===== config.mk =====
export PLATFORM = sky130hd
export DESIGN_NAME = poly_pointwise_mul
export DESIGN_NICKNAME = d
export VERILOG_FILES = /design/src/rtl/poly_arith_pkg.sv /design/src/rtl/base_case_mul.sv /design/src/rtl/poly_pointwise_mul.sv
export SDC_FILE = /design/constraint.sdc
export NUM_CORES = 2
export LEC_CHECK = 0
export ABC_AREA = 1
export CAP_MARGIN = 30
export CORE_MARGIN = 8
export CORE_UTILIZATION = 50
export DETAILED_ROUTE_END_ITERATION = 6
export DONT_BUFFER_PORTS = 1
export HOLD_SLACK_MARGIN = 0.03
export PLACE_DENSITY = 0.66
export SLEW_MARGIN = 20
export SYNTH_ARGS = -nofsm -noshare
export SYNTH_HDL_FRONTEND = slang
export SYNTH_HIERARCHICAL = 1
export SYNTH_SLANG_ARGS = --single-unit

===== constraint.sdc =====
create_clock -name clk -period 11.5 [get_ports clk]
set_input_delay 2.3 -clock clk [delete_from_list [all_inputs] [get_ports clk]]
set_output_delay 2.3 -clock clk [all_outputs]
set_load 0.03 [all_outputs]

===== src/rtl/poly_arith_pkg.sv =====
// -----------------------------------------------------------------------------
// poly_arith_pkg
// Shared arithmetic definitions for the Kyber/ML-KEM pointwise multiplier:
//   Q           - prime modulus 3329
//   N_PAIRS_DEF - default number of degree-one pairs per polynomial (128)
//   coeff_t     - 12-bit coefficient
//   state_t     - sequencer states
//   GAMMA       - 128-entry constant table, GAMMA[i] = 17^(2*BitRev7(i)+1) mod Q
//   mod_q()     - reduction of a non-negative 25-bit value into [0, Q-1]
// -----------------------------------------------------------------------------
package poly_arith_pkg;

    localparam int unsigned Q           = 3329;
    localparam int          N_PAIRS_DEF = 128;

    typedef logic [11:0] coeff_t;
    typedef logic [N_PAIRS_DEF-1:0][11:0] gamma_tbl_t;

    typedef enum logic [1:0] {
        S_IDLE,
        S_ISSUE,
        S_DRAIN,
        S_DONE
    } state_t;

    function automatic logic [6:0] bitrev7(input logic [6:0] x);
        logic [6:0] r;
        for (int j = 0; j < 7; j++) begin
            r[j] = x[6-j];
        end
        return r;
    endfunction

    // Evaluated at elaboration only; the result is a constant ROM image.
    function automatic gamma_tbl_t gen_gamma();
        gamma_tbl_t  t;
        logic [7:0]  e;
        int unsigned acc;
        int unsigned base;
        for (int i = 0; i < N_PAIRS_DEF; i++) begin
            e    = {bitrev7(7'(i)), 1'b1};   // 2*BitRev7(i) + 1
            acc  = 1;
            base = 17;
            for (int k = 0; k < 8; k++) begin
                if (e[k]) begin
                    acc = (acc * base) % Q;
                end
                base = (base * base) % Q;
            end
            t[i] = coeff_t'(acc);
        end
        return t;
    endfunction

    localparam gamma_tbl_t GAMMA = gen_gamma();

    function automatic coeff_t mod_q(input logic [24:0] x);
        return coeff_t'(x % 25'(Q));
    endfunction

endpackage


===== src/rtl/base_case_mul.sv =====
// -----------------------------------------------------------------------------
// base_case_mul
// Four-stage pipelined BaseCaseMultiply over Z_Q[X]/(X^2 - gamma):
//   c0 = a0*b0 + a1*b1*gamma   (mod Q)
//   c1 = a0*b1 + a1*b0         (mod Q)
// Ports:
//   clk, rst   - clock, synchronous active-high reset (clears valids only)
//   valid_i    - operands present on a_i/b_i/gamma_i
//   a_i, b_i   - packed pairs {x1[23:12], x0[11:0]}, canonical (< Q)
//   gamma_i    - twiddle for this pair
//   valid_o    - c_o holds a result; exactly 4 cycles after valid_i
//   c_o        - packed result {c1, c0}, each in [0, Q-1]
// -----------------------------------------------------------------------------
module base_case_mul
    import poly_arith_pkg::*;
(
    input  logic        clk,
    input  logic        rst,
    input  logic        valid_i,
    input  logic [23:0] a_i,
    input  logic [23:0] b_i,
    input  coeff_t      gamma_i,
    output logic        valid_o,
    output logic [23:0] c_o
);

    logic [11:0] w_a0, w_a1, w_b0, w_b1;
    assign w_a0 = a_i[11:0];
    assign w_a1 = a_i[23:12];
    assign w_b0 = b_i[11:0];
    assign w_b1 = b_i[23:12];

    logic [3:0]  r_vld;

    // Stage 1: raw products
    logic [23:0] r_p00_1;
    logic [23:0] r_p11_1;
    logic [24:0] r_pm_1;
    coeff_t      r_g_1;
    // Stage 2: a1*b1 reduced, cross term reduced
    logic [23:0] r_p00_2;
    coeff_t      r_r11_2;
    coeff_t      r_c1_2;
    coeff_t      r_g_2;
    // Stage 3: unreduced c0
    logic [24:0] r_t_3;
    coeff_t      r_c1_3;
    // Stage 4: final
    coeff_t      r_c0_4;
    coeff_t      r_c1_4;

    // NOTE: all sequential state uses non-blocking assignments so every
    // register samples pre-edge values regardless of statement order.
    always_ff @(posedge clk) begin
        if (rst) begin
            r_vld <= '0;
        end else begin
            r_vld <= {r_vld[2:0], valid_i};
        end
    end

    // NOTE: the data pipeline has no reset; only the valid shift register
    // is cleared, and downstream logic ignores data without a valid.
    always_ff @(posedge clk) begin
        r_p00_1 <= 24'(w_a0) * 24'(w_b0);
        r_p11_1 <= 24'(w_a1) * 24'(w_b1);
        r_pm_1  <= 25'(w_a0) * 25'(w_b1) + 25'(w_a1) * 25'(w_b0);
        r_g_1   <= gamma_i;

        r_p00_2 <= r_p00_1;
        r_r11_2 <= mod_q({1'b0, r_p11_1});
        r_c1_2  <= mod_q(r_pm_1);
        r_g_2   <= r_g_1;

        // (Q-1)^2 + (Q-1)^2 < 2^25, so the sum cannot overflow.
        r_t_3   <= 25'(r_r11_2) * 25'(r_g_2) + 25'(r_p00_2);
        r_c1_3  <= r_c1_2;

        r_c0_4  <= mod_q(r_t_3);
        r_c1_4  <= r_c1_3;
    end

    assign valid_o = r_vld[3];
    assign c_o     = {r_c1_4, r_c0_4};

endmodule


===== src/rtl/poly_pointwise_mul.sv =====
// -----------------------------------------------------------------------------
// poly_pointwise_mul
// Streams N_PAIRS coefficient pairs from the A and B memories through one
// base_case_mul and writes the products to the C memory.
// Ports:
//   clk, rst              - clock, synchronous active-high reset
//   start_i               - start pulse, honoured only in IDLE
//   busy_o                - high whenever not IDLE
//   done_o                - one-cycle completion pulse
//   rd_en_o, rd_addr_o    - shared read strobe / pair index for A and B
//   a_data_i, b_data_i    - read data, valid one cycle after rd_en_o
//   wr_en_o, wr_addr_o    - C write strobe / pair index
//   wr_data_o             - C pair {c1, c0}
// All outputs are forced to 0 while IDLE.
// -----------------------------------------------------------------------------
module poly_pointwise_mul
    import poly_arith_pkg::*;
#(
    parameter int N_PAIRS = N_PAIRS_DEF
) (
    input  logic        clk,
    input  logic        rst,
    input  logic        start_i,
    output logic        busy_o,
    output logic        done_o,
    output logic        rd_en_o,
    output logic [6:0]  rd_addr_o,
    input  logic [23:0] a_data_i,
    input  logic [23:0] b_data_i,
    output logic        wr_en_o,
    output logic [6:0]  wr_addr_o,
    output logic [23:0] wr_data_o
);

    localparam logic [6:0] LAST = 7'(N_PAIRS - 1);

    state_t      r_state;
    logic [6:0]  r_rd_addr;
    logic [6:0]  r_wr_addr;
    logic        r_rd_vld;     // rd_en_o delayed to line up with read data
    coeff_t      r_gamma;

    logic        w_mul_vld;
    logic [23:0] w_mul_c;

    assign busy_o    = (r_state != S_IDLE);
    assign done_o    = (r_state == S_DONE);
    assign rd_en_o   = (r_state == S_ISSUE);
    assign rd_addr_o = rd_en_o ? r_rd_addr : '0;
    // A mid-run reset clears the in-flight valids; the state gate additionally
    // keeps IDLE silent.
    assign wr_en_o   = w_mul_vld && (r_state != S_IDLE);
    assign wr_addr_o = wr_en_o ? r_wr_addr : '0;
    assign wr_data_o = wr_en_o ? w_mul_c   : '0;

    always_ff @(posedge clk) begin
        if (rst) begin
            r_state   <= S_IDLE;
            r_rd_addr <= '0;
            r_wr_addr <= '0;
            r_rd_vld  <= 1'b0;
        end else begin
            r_rd_vld <= rd_en_o;

            // Saturates at the terminal index; a new start clears it.
            if (wr_en_o && (r_wr_addr != LAST)) begin
                r_wr_addr <= r_wr_addr + 7'd1;
            end

            case (r_state)
                S_IDLE: begin
                    if (start_i) begin
                        r_state   <= S_ISSUE;
                        r_rd_addr <= '0;
                        r_wr_addr <= '0;
                    end
                end
                S_ISSUE: begin
                    if (r_rd_addr == LAST) begin
                        r_state <= S_DRAIN;
                    end else begin
                        r_rd_addr <= r_rd_addr + 7'd1;
                    end
                end
                S_DRAIN: begin
                    if (wr_en_o && (r_wr_addr == LAST)) begin
                        r_state <= S_DONE;
                    end
                end
                S_DONE: begin
                    r_state <= S_IDLE;
                end
                default: begin
                    r_state <= S_IDLE;
                end
            endcase
        end
    end

    // Twiddle lookup registered once so it meets the read data at the multiplier.
    always_ff @(posedge clk) begin
        r_gamma <= GAMMA[r_rd_addr];
    end

    base_case_mul u_base_case_mul (
        .clk     (clk),
        .rst     (rst),
        .valid_i (r_rd_vld),
        .a_i     (a_data_i),
        .b_i     (b_data_i),
        .gamma_i (r_gamma),
        .valid_o (w_mul_vld),
        .c_o     (w_mul_c)
    );

endmodule


After elaboration in Yosys (flattened, before gate mapping):

Memories as Yosys holds them, arrays and structs flattened. A register that Yosys moved wholly into a read port is not among the register bits.
Cells that the tools add are included.

* bits in registers: 227
* memory bits (read-only): 1536
* input port bits: 51
* output and inout port bits: 42
* logic and storage cells: 61
* memories kept: 1

Memory list
* (no name shown): words 128, bits a word 12, rd ports 1, clocked after memory_dff 1, write ports 0, line poly_pointwise_mul.sv:102 `r_gamma <= GAMMA[r_rd_addr];`

* add/subtract/negate cells: 4
* multiply operators: 5
* div/mod/pow operators: 3
* eq/ne operators: 10
* mux-type cells: 13
* reductions and logical operators: 8

Operator list (number)
* $mul A12 B12 Y24: 5
* $add A24 B24 Y25: 2
* $mod A25 B12 Y25 const B: 2
* $mux W7: 7
* $mod A24 B12 Y25 const B: 1
* $mux W24: 1
* $add A7 B1 Y7 const B: 2
* $eq A7 B7 Y1 const B: 2
* $pmux W7 S2: 1
* $pmux W2 S4: 1
* $ne A7 B7 Y1 const B: 1
* $mux W2: 3
* $ne A2 B2 Y1 const B: 3
* $reduce_and A3 Y1: 2
* $eq A2 B2 Y1 const B: 2
* $reduce_bool A2 Y1: 2
* $logic_and A1 B1 Y1: 3
* $eq A2 B1 Y1 const B: 1
* $logic_not A2 Y1: 1
* $ne A2 B1 Y1 const B: 1

Logic depth before layout (Yosys ltp):

* depth after elaboration: 6
* mapped depth: 116
* gate-level depth less buffers: 111

Cells and area by module:

Netlist, hierarchy kept.

By module, submodules not included
* base_case_mul: instances 1, cells an instance 7056, area each 47489.3 um2, sequential area each 4204.0 um2
* poly_pointwise_mul: instances 1, cells an instance 641, area each 3492.1 um2, sequential area each 580.6 um2

Worst setup path after synthesis:

Ideal clock, no wire load.

* path type: register to register
* from: register u_base_case_mul.r_pm_1[15]
* to: register u_base_case_mul.r_c1_2[11]
* library setup time: 0.113 ns
* data arrival time: 10.522 ns
* data required time: 11.387 ns
* slack: 0.864 ns
* cell stages (with the launch flop): 99
* path buffers: 12
* period minus slack after synthesis: 10.636 ns
* cells stage by stage: dfxtp_1 -> nor2_1 -> nand2_1 -> o21ai_2 -> nand2_4 -> nand3_2 -> buf_8 -> nand2_2 -> nand2_4 -> nand3_1 -> nor2_4 -> nand3_4 -> nand3_4 -> buf_8 -> nand2_4 -> nand2_4 -> inv_4 -> nor2_4 -> [... 63 more ...] -> nand2_2 -> nand2_2 -> clkinv_2 -> nand2_1 -> nor2_2 -> nand2_4 -> nand2_4 -> buf_8 -> nand2_2 -> nand2_2 -> nand2_1 -> nor2_1 -> nand2_2 -> nand2_2 -> nand2_2 -> buf_4 -> nand3_1 -> nand2_1

* longest elaborated chain between the ends: 1

RTL lines
* start, declared: line base_case_mul.sv:38 `logic [24:0] r_pm_1;`
* start signal, assigned: line base_case_mul.sv:67 `r_pm_1 <= 25'(w_a0) * 25'(w_b1) + 25'(w_a1) * 25'(w_b0);`
* $mod A25 B12 Y25: line poly_arith_pkg.sv:58 `return coeff_t'(x % 25'(Q));`
* end signal, assigned: line base_case_mul.sv:72 `r_c1_2 <= mod_q(r_pm_1);`
* end, declared: line base_case_mul.sv:43 `coeff_t r_c1_2;`

No other way between the ends.
A chain may end at the register's enable or synchronous reset.

Worst setup path in the final report:

* from: register u_base_case_mul.r_pm_1[14]
* to: register u_base_case_mul.r_c1_2[0]

The elaborated chain is that of the path after synthesis.

==> qor.yml <==
synth_top_area_share_pct: 22.2
drtAntennaViolNets: 0
finalHoldViolCount: 0
antenna_found_initial: 4
top_layer: "met5"
crit_start: "u_base_case_mul/r_pm_1[14]"
synthArstFlopShare_pct: 0
vias: 49560
crit_type: "flip-flop to flip-flop"
first_iter_violations: 3151
track_usage_pct: 22.3
fin_nets: 9227
fillCellCount: 8976
final_common_cell: "nand2_1"
period_minus_slack_ns: 11.33
synth_edf_count: 0
final_cell_mix: "nand2_1, inv_1, buf_4"
timing.rr.start: "u_base_case_mul/r_pm_1[14]"
row_count: 117
drc: 0
grt_max_degree: 56
numCtsBuffers: 31
relSlewSlack_pct: 39.0
rrSetupSlack_ns: 0.17
r2r_end: "u_base_case_mul/r_c1_2[0]"
cp_max_fo: 7
syn_avg_cell_area_um2: 6.62
cts-root-buf: "clkbuf_16"
detail_route.wl_per_cell_um: 14.6
clock_sinks: 239
worstPathRequired_ns: 12.00
dr.pass1.iters: 6
r2r_cells: 95
synthDistinctLibCells: 66
finalSetupViolations: 0
ys_top_cells_by_area: "fa_1, nand2_1, inv_1, dfxtp_1, ha_1"
drive_above_1_share_pct: 25.7
grt_pass1_wl_um: 216000
stdcell_area_mm2: 0.0631
gr-total-overflow: 0
cts.clk_slew.worst_paths_ns: 0.07
numPortBuffers: 0
clock_path_buffers: 3
synth_cells: 7697
final.period_utilization_pct: 98.5
drv_cap: 0
ys_seq_elements: 239
met1Wirelength_um: 59200
syn_nets: 8647
rsz0062_at_grt: "true"
synth_flop_cell: "dfxtp_1"
dr_wl_met2_um: 70000
met3_length_um: 7400
die_w_um: 335
via_per_inst: 5.12
tritoncts: "built"
syn_area_mm2: 0.0510
htree_num_levels: 1
totalWireLength_um: 141000
cp-start-kind: "flip-flop"
cp.arrival_ns: 11.83
fin_skew_ns: 0.0617
clk_latency_ns: 0.65
critical-path-max-stage-delay_ns: 0.36
fmax_ghz: 0.0883
crit_slowest_cell: "dfxtp_4"
core-area_mm2: 0.101
ios: 93
worst_pin_slew_ns: 0.914
hold_path.class: "flip-flop to flip-flop"
yosysSeqAreaShare_pct: 9.38
gp_congestion: 0.922
die-area_mm2: 0.112
start_util_pct: 50.3
dp_hpwl_um: 99000
grt_pass1_vias: 45961
yosysWarnings: 6
maxSlewViolCount: 0
endpoint_kind: "flip-flop"
outcome: "finished, final reports clean"
area_growth_pct: 23.7
die_h_um: 335
placed_area_mm2: 0.0543
critPathCapture: "u_base_case_mul/r_c1_2[0]"
critPathMostFrequentCell: "nand2_2"
yosysTopAreaCell: "fa_1"
==> state kept, by name, indices dropped and copies added (netlist names), 24 cells and up <==
signal                   count
u_base_case_mul/r_p00_1     24
u_base_case_mul/r_pm_1      25
u_base_case_mul/r_p11_1     24
u_base_case_mul/r_p00_2     24
u_base_case_mul/r_t_3       25
==> cell families (layout without fill, tap and decap cells) <==
kind of cell	Yosys count	in the layout	share of synthesized area (%)
AND/OR/NAND/NOR	4149	4192	37.3
buffers and inverters	1756	2316	13.8
adder cells (fa/ha/maj)	899	899	30.4
AO/OA/AOI/OAI	437	439	5.31
flip-flops	239	239	9.38
XOR/XNOR	217	217	3.76
other	0	1	0
==> Yosys cell counts (all sizes together) (3+ instances only) <==
| library cell | n |
|---|---|
| nand2 | 2738 |
| inv | 1530 |
| a21o | 7 |
| nand3b | 22 |
| clkbuf | 135 |
| dfxtp | 239 |
| nor3 | 20 |
| and2 | 7 |
| a31oi | 7 |
| o21a | 7 |
| nor3b | 3 |
| o21ai | 204 |
| a21oi | 171 |
| a22oi | 3 |
| clkinv | 15 |
| nor2 | 510 |
| a21boi | 7 |
| ha | 333 |
| nand3 | 722 |
| xor2 | 176 |
| buf | 76 |
| fa | 566 |
| or2 | 3 |
| o21bai | 19 |
| xnor2 | 41 |
| o211ai | 6 |
| nand4 | 120 |
==> metal layers <==
metal	track usage, %	vias to the layer above
met5	0	-
met4	6.22	4
met3	3.00	285
met2	39.1	1257
met1	28.7	23457
li1	-	24557
==> stage by stage <==
step / hold slack, ns / util, % / std cells / setup TNS, ns / setup slack (ns)
2_1_floorplan: 0.310 / - / 7697 / 0 / 0.864
3_3_place_gp: 0.310 / 53.6 / 9224 / -2.80 / -0.145
3_5_place_dp: 0.312 / 53.6 / 9225 / -12.54 / -0.539
4_1_cts: 0.298 / 55.0 / 9300 / 0 / 0.00373
5_1_grt: 0.318 / 62.2 / 9670 / -17.91 / -0.617
6_report: 0.283 / 62.2 / 9671 / 0 / 0.173
==> how the worst min path moves through the flow <==
stage / end / start / cells after the start / slack (ns)
2_1_floorplan: u_base_case_mul/r_c1_3[0] / u_base_case_mul/r_c1_2[0] / 0 / 0.31
3_3_place_gp: u_base_case_mul/r_p00_2[9] / u_base_case_mul/r_p00_1[9] / 0 / 0.31
3_5_place_dp: u_base_case_mul/r_g_1[8] / r_gamma[8] / 0 / 0.31
4_1_cts: u_base_case_mul/r_g_1[9] / r_gamma[9] / 0 / 0.30
5_1_grt: u_base_case_mul/r_g_1[9] / r_gamma[9] / 0 / 0.32
6_report: u_base_case_mul/r_g_1[9] / r_gamma[9] / 0 / 0.28
==> area by class of cell <==
| type | count | area [µm²] | share of cell area [%] |
|---|---|---|---|
| clock inverters | 23 | 210 | 0.333 |
| clock buffers | 35 | 811 | 1.29 |
| flip-flops and latches | 239 | 4830 | 7.66 |
| diodes | 1 | 2.50 | 0.00397 |
| multi-input cells | 5747 | 43600 | 69.2 |
| repair buffers | 713 | 6020 | 9.55 |
| inverters | 1545 | 5840 | 9.26 |
| well taps | 1368 | 1710 | 2.71 |
==> worst max-delay path, delay by kind of cell, from the launching register on <==
kind | cells | cell delay, ns
compound gates | 6 | 0.92
buf+inv | 19 | 2.47
flops | 1 | 0.36
simple gates | 70 | 7.37
==> repair_timing <==
item / CTS / global route
resized for setup: 51 / 1112
hold buffers: 0 / 0
endpoints found under the setup margin: 36 / 36
buffers inserted: 15 / 314
pin swaps: 14 / 463
gates cloned: 2 / 55
Power is left out: the tool's default activity adds up to more than one toggle a clock period on the data nets, which glitch-free logic cannot reach.
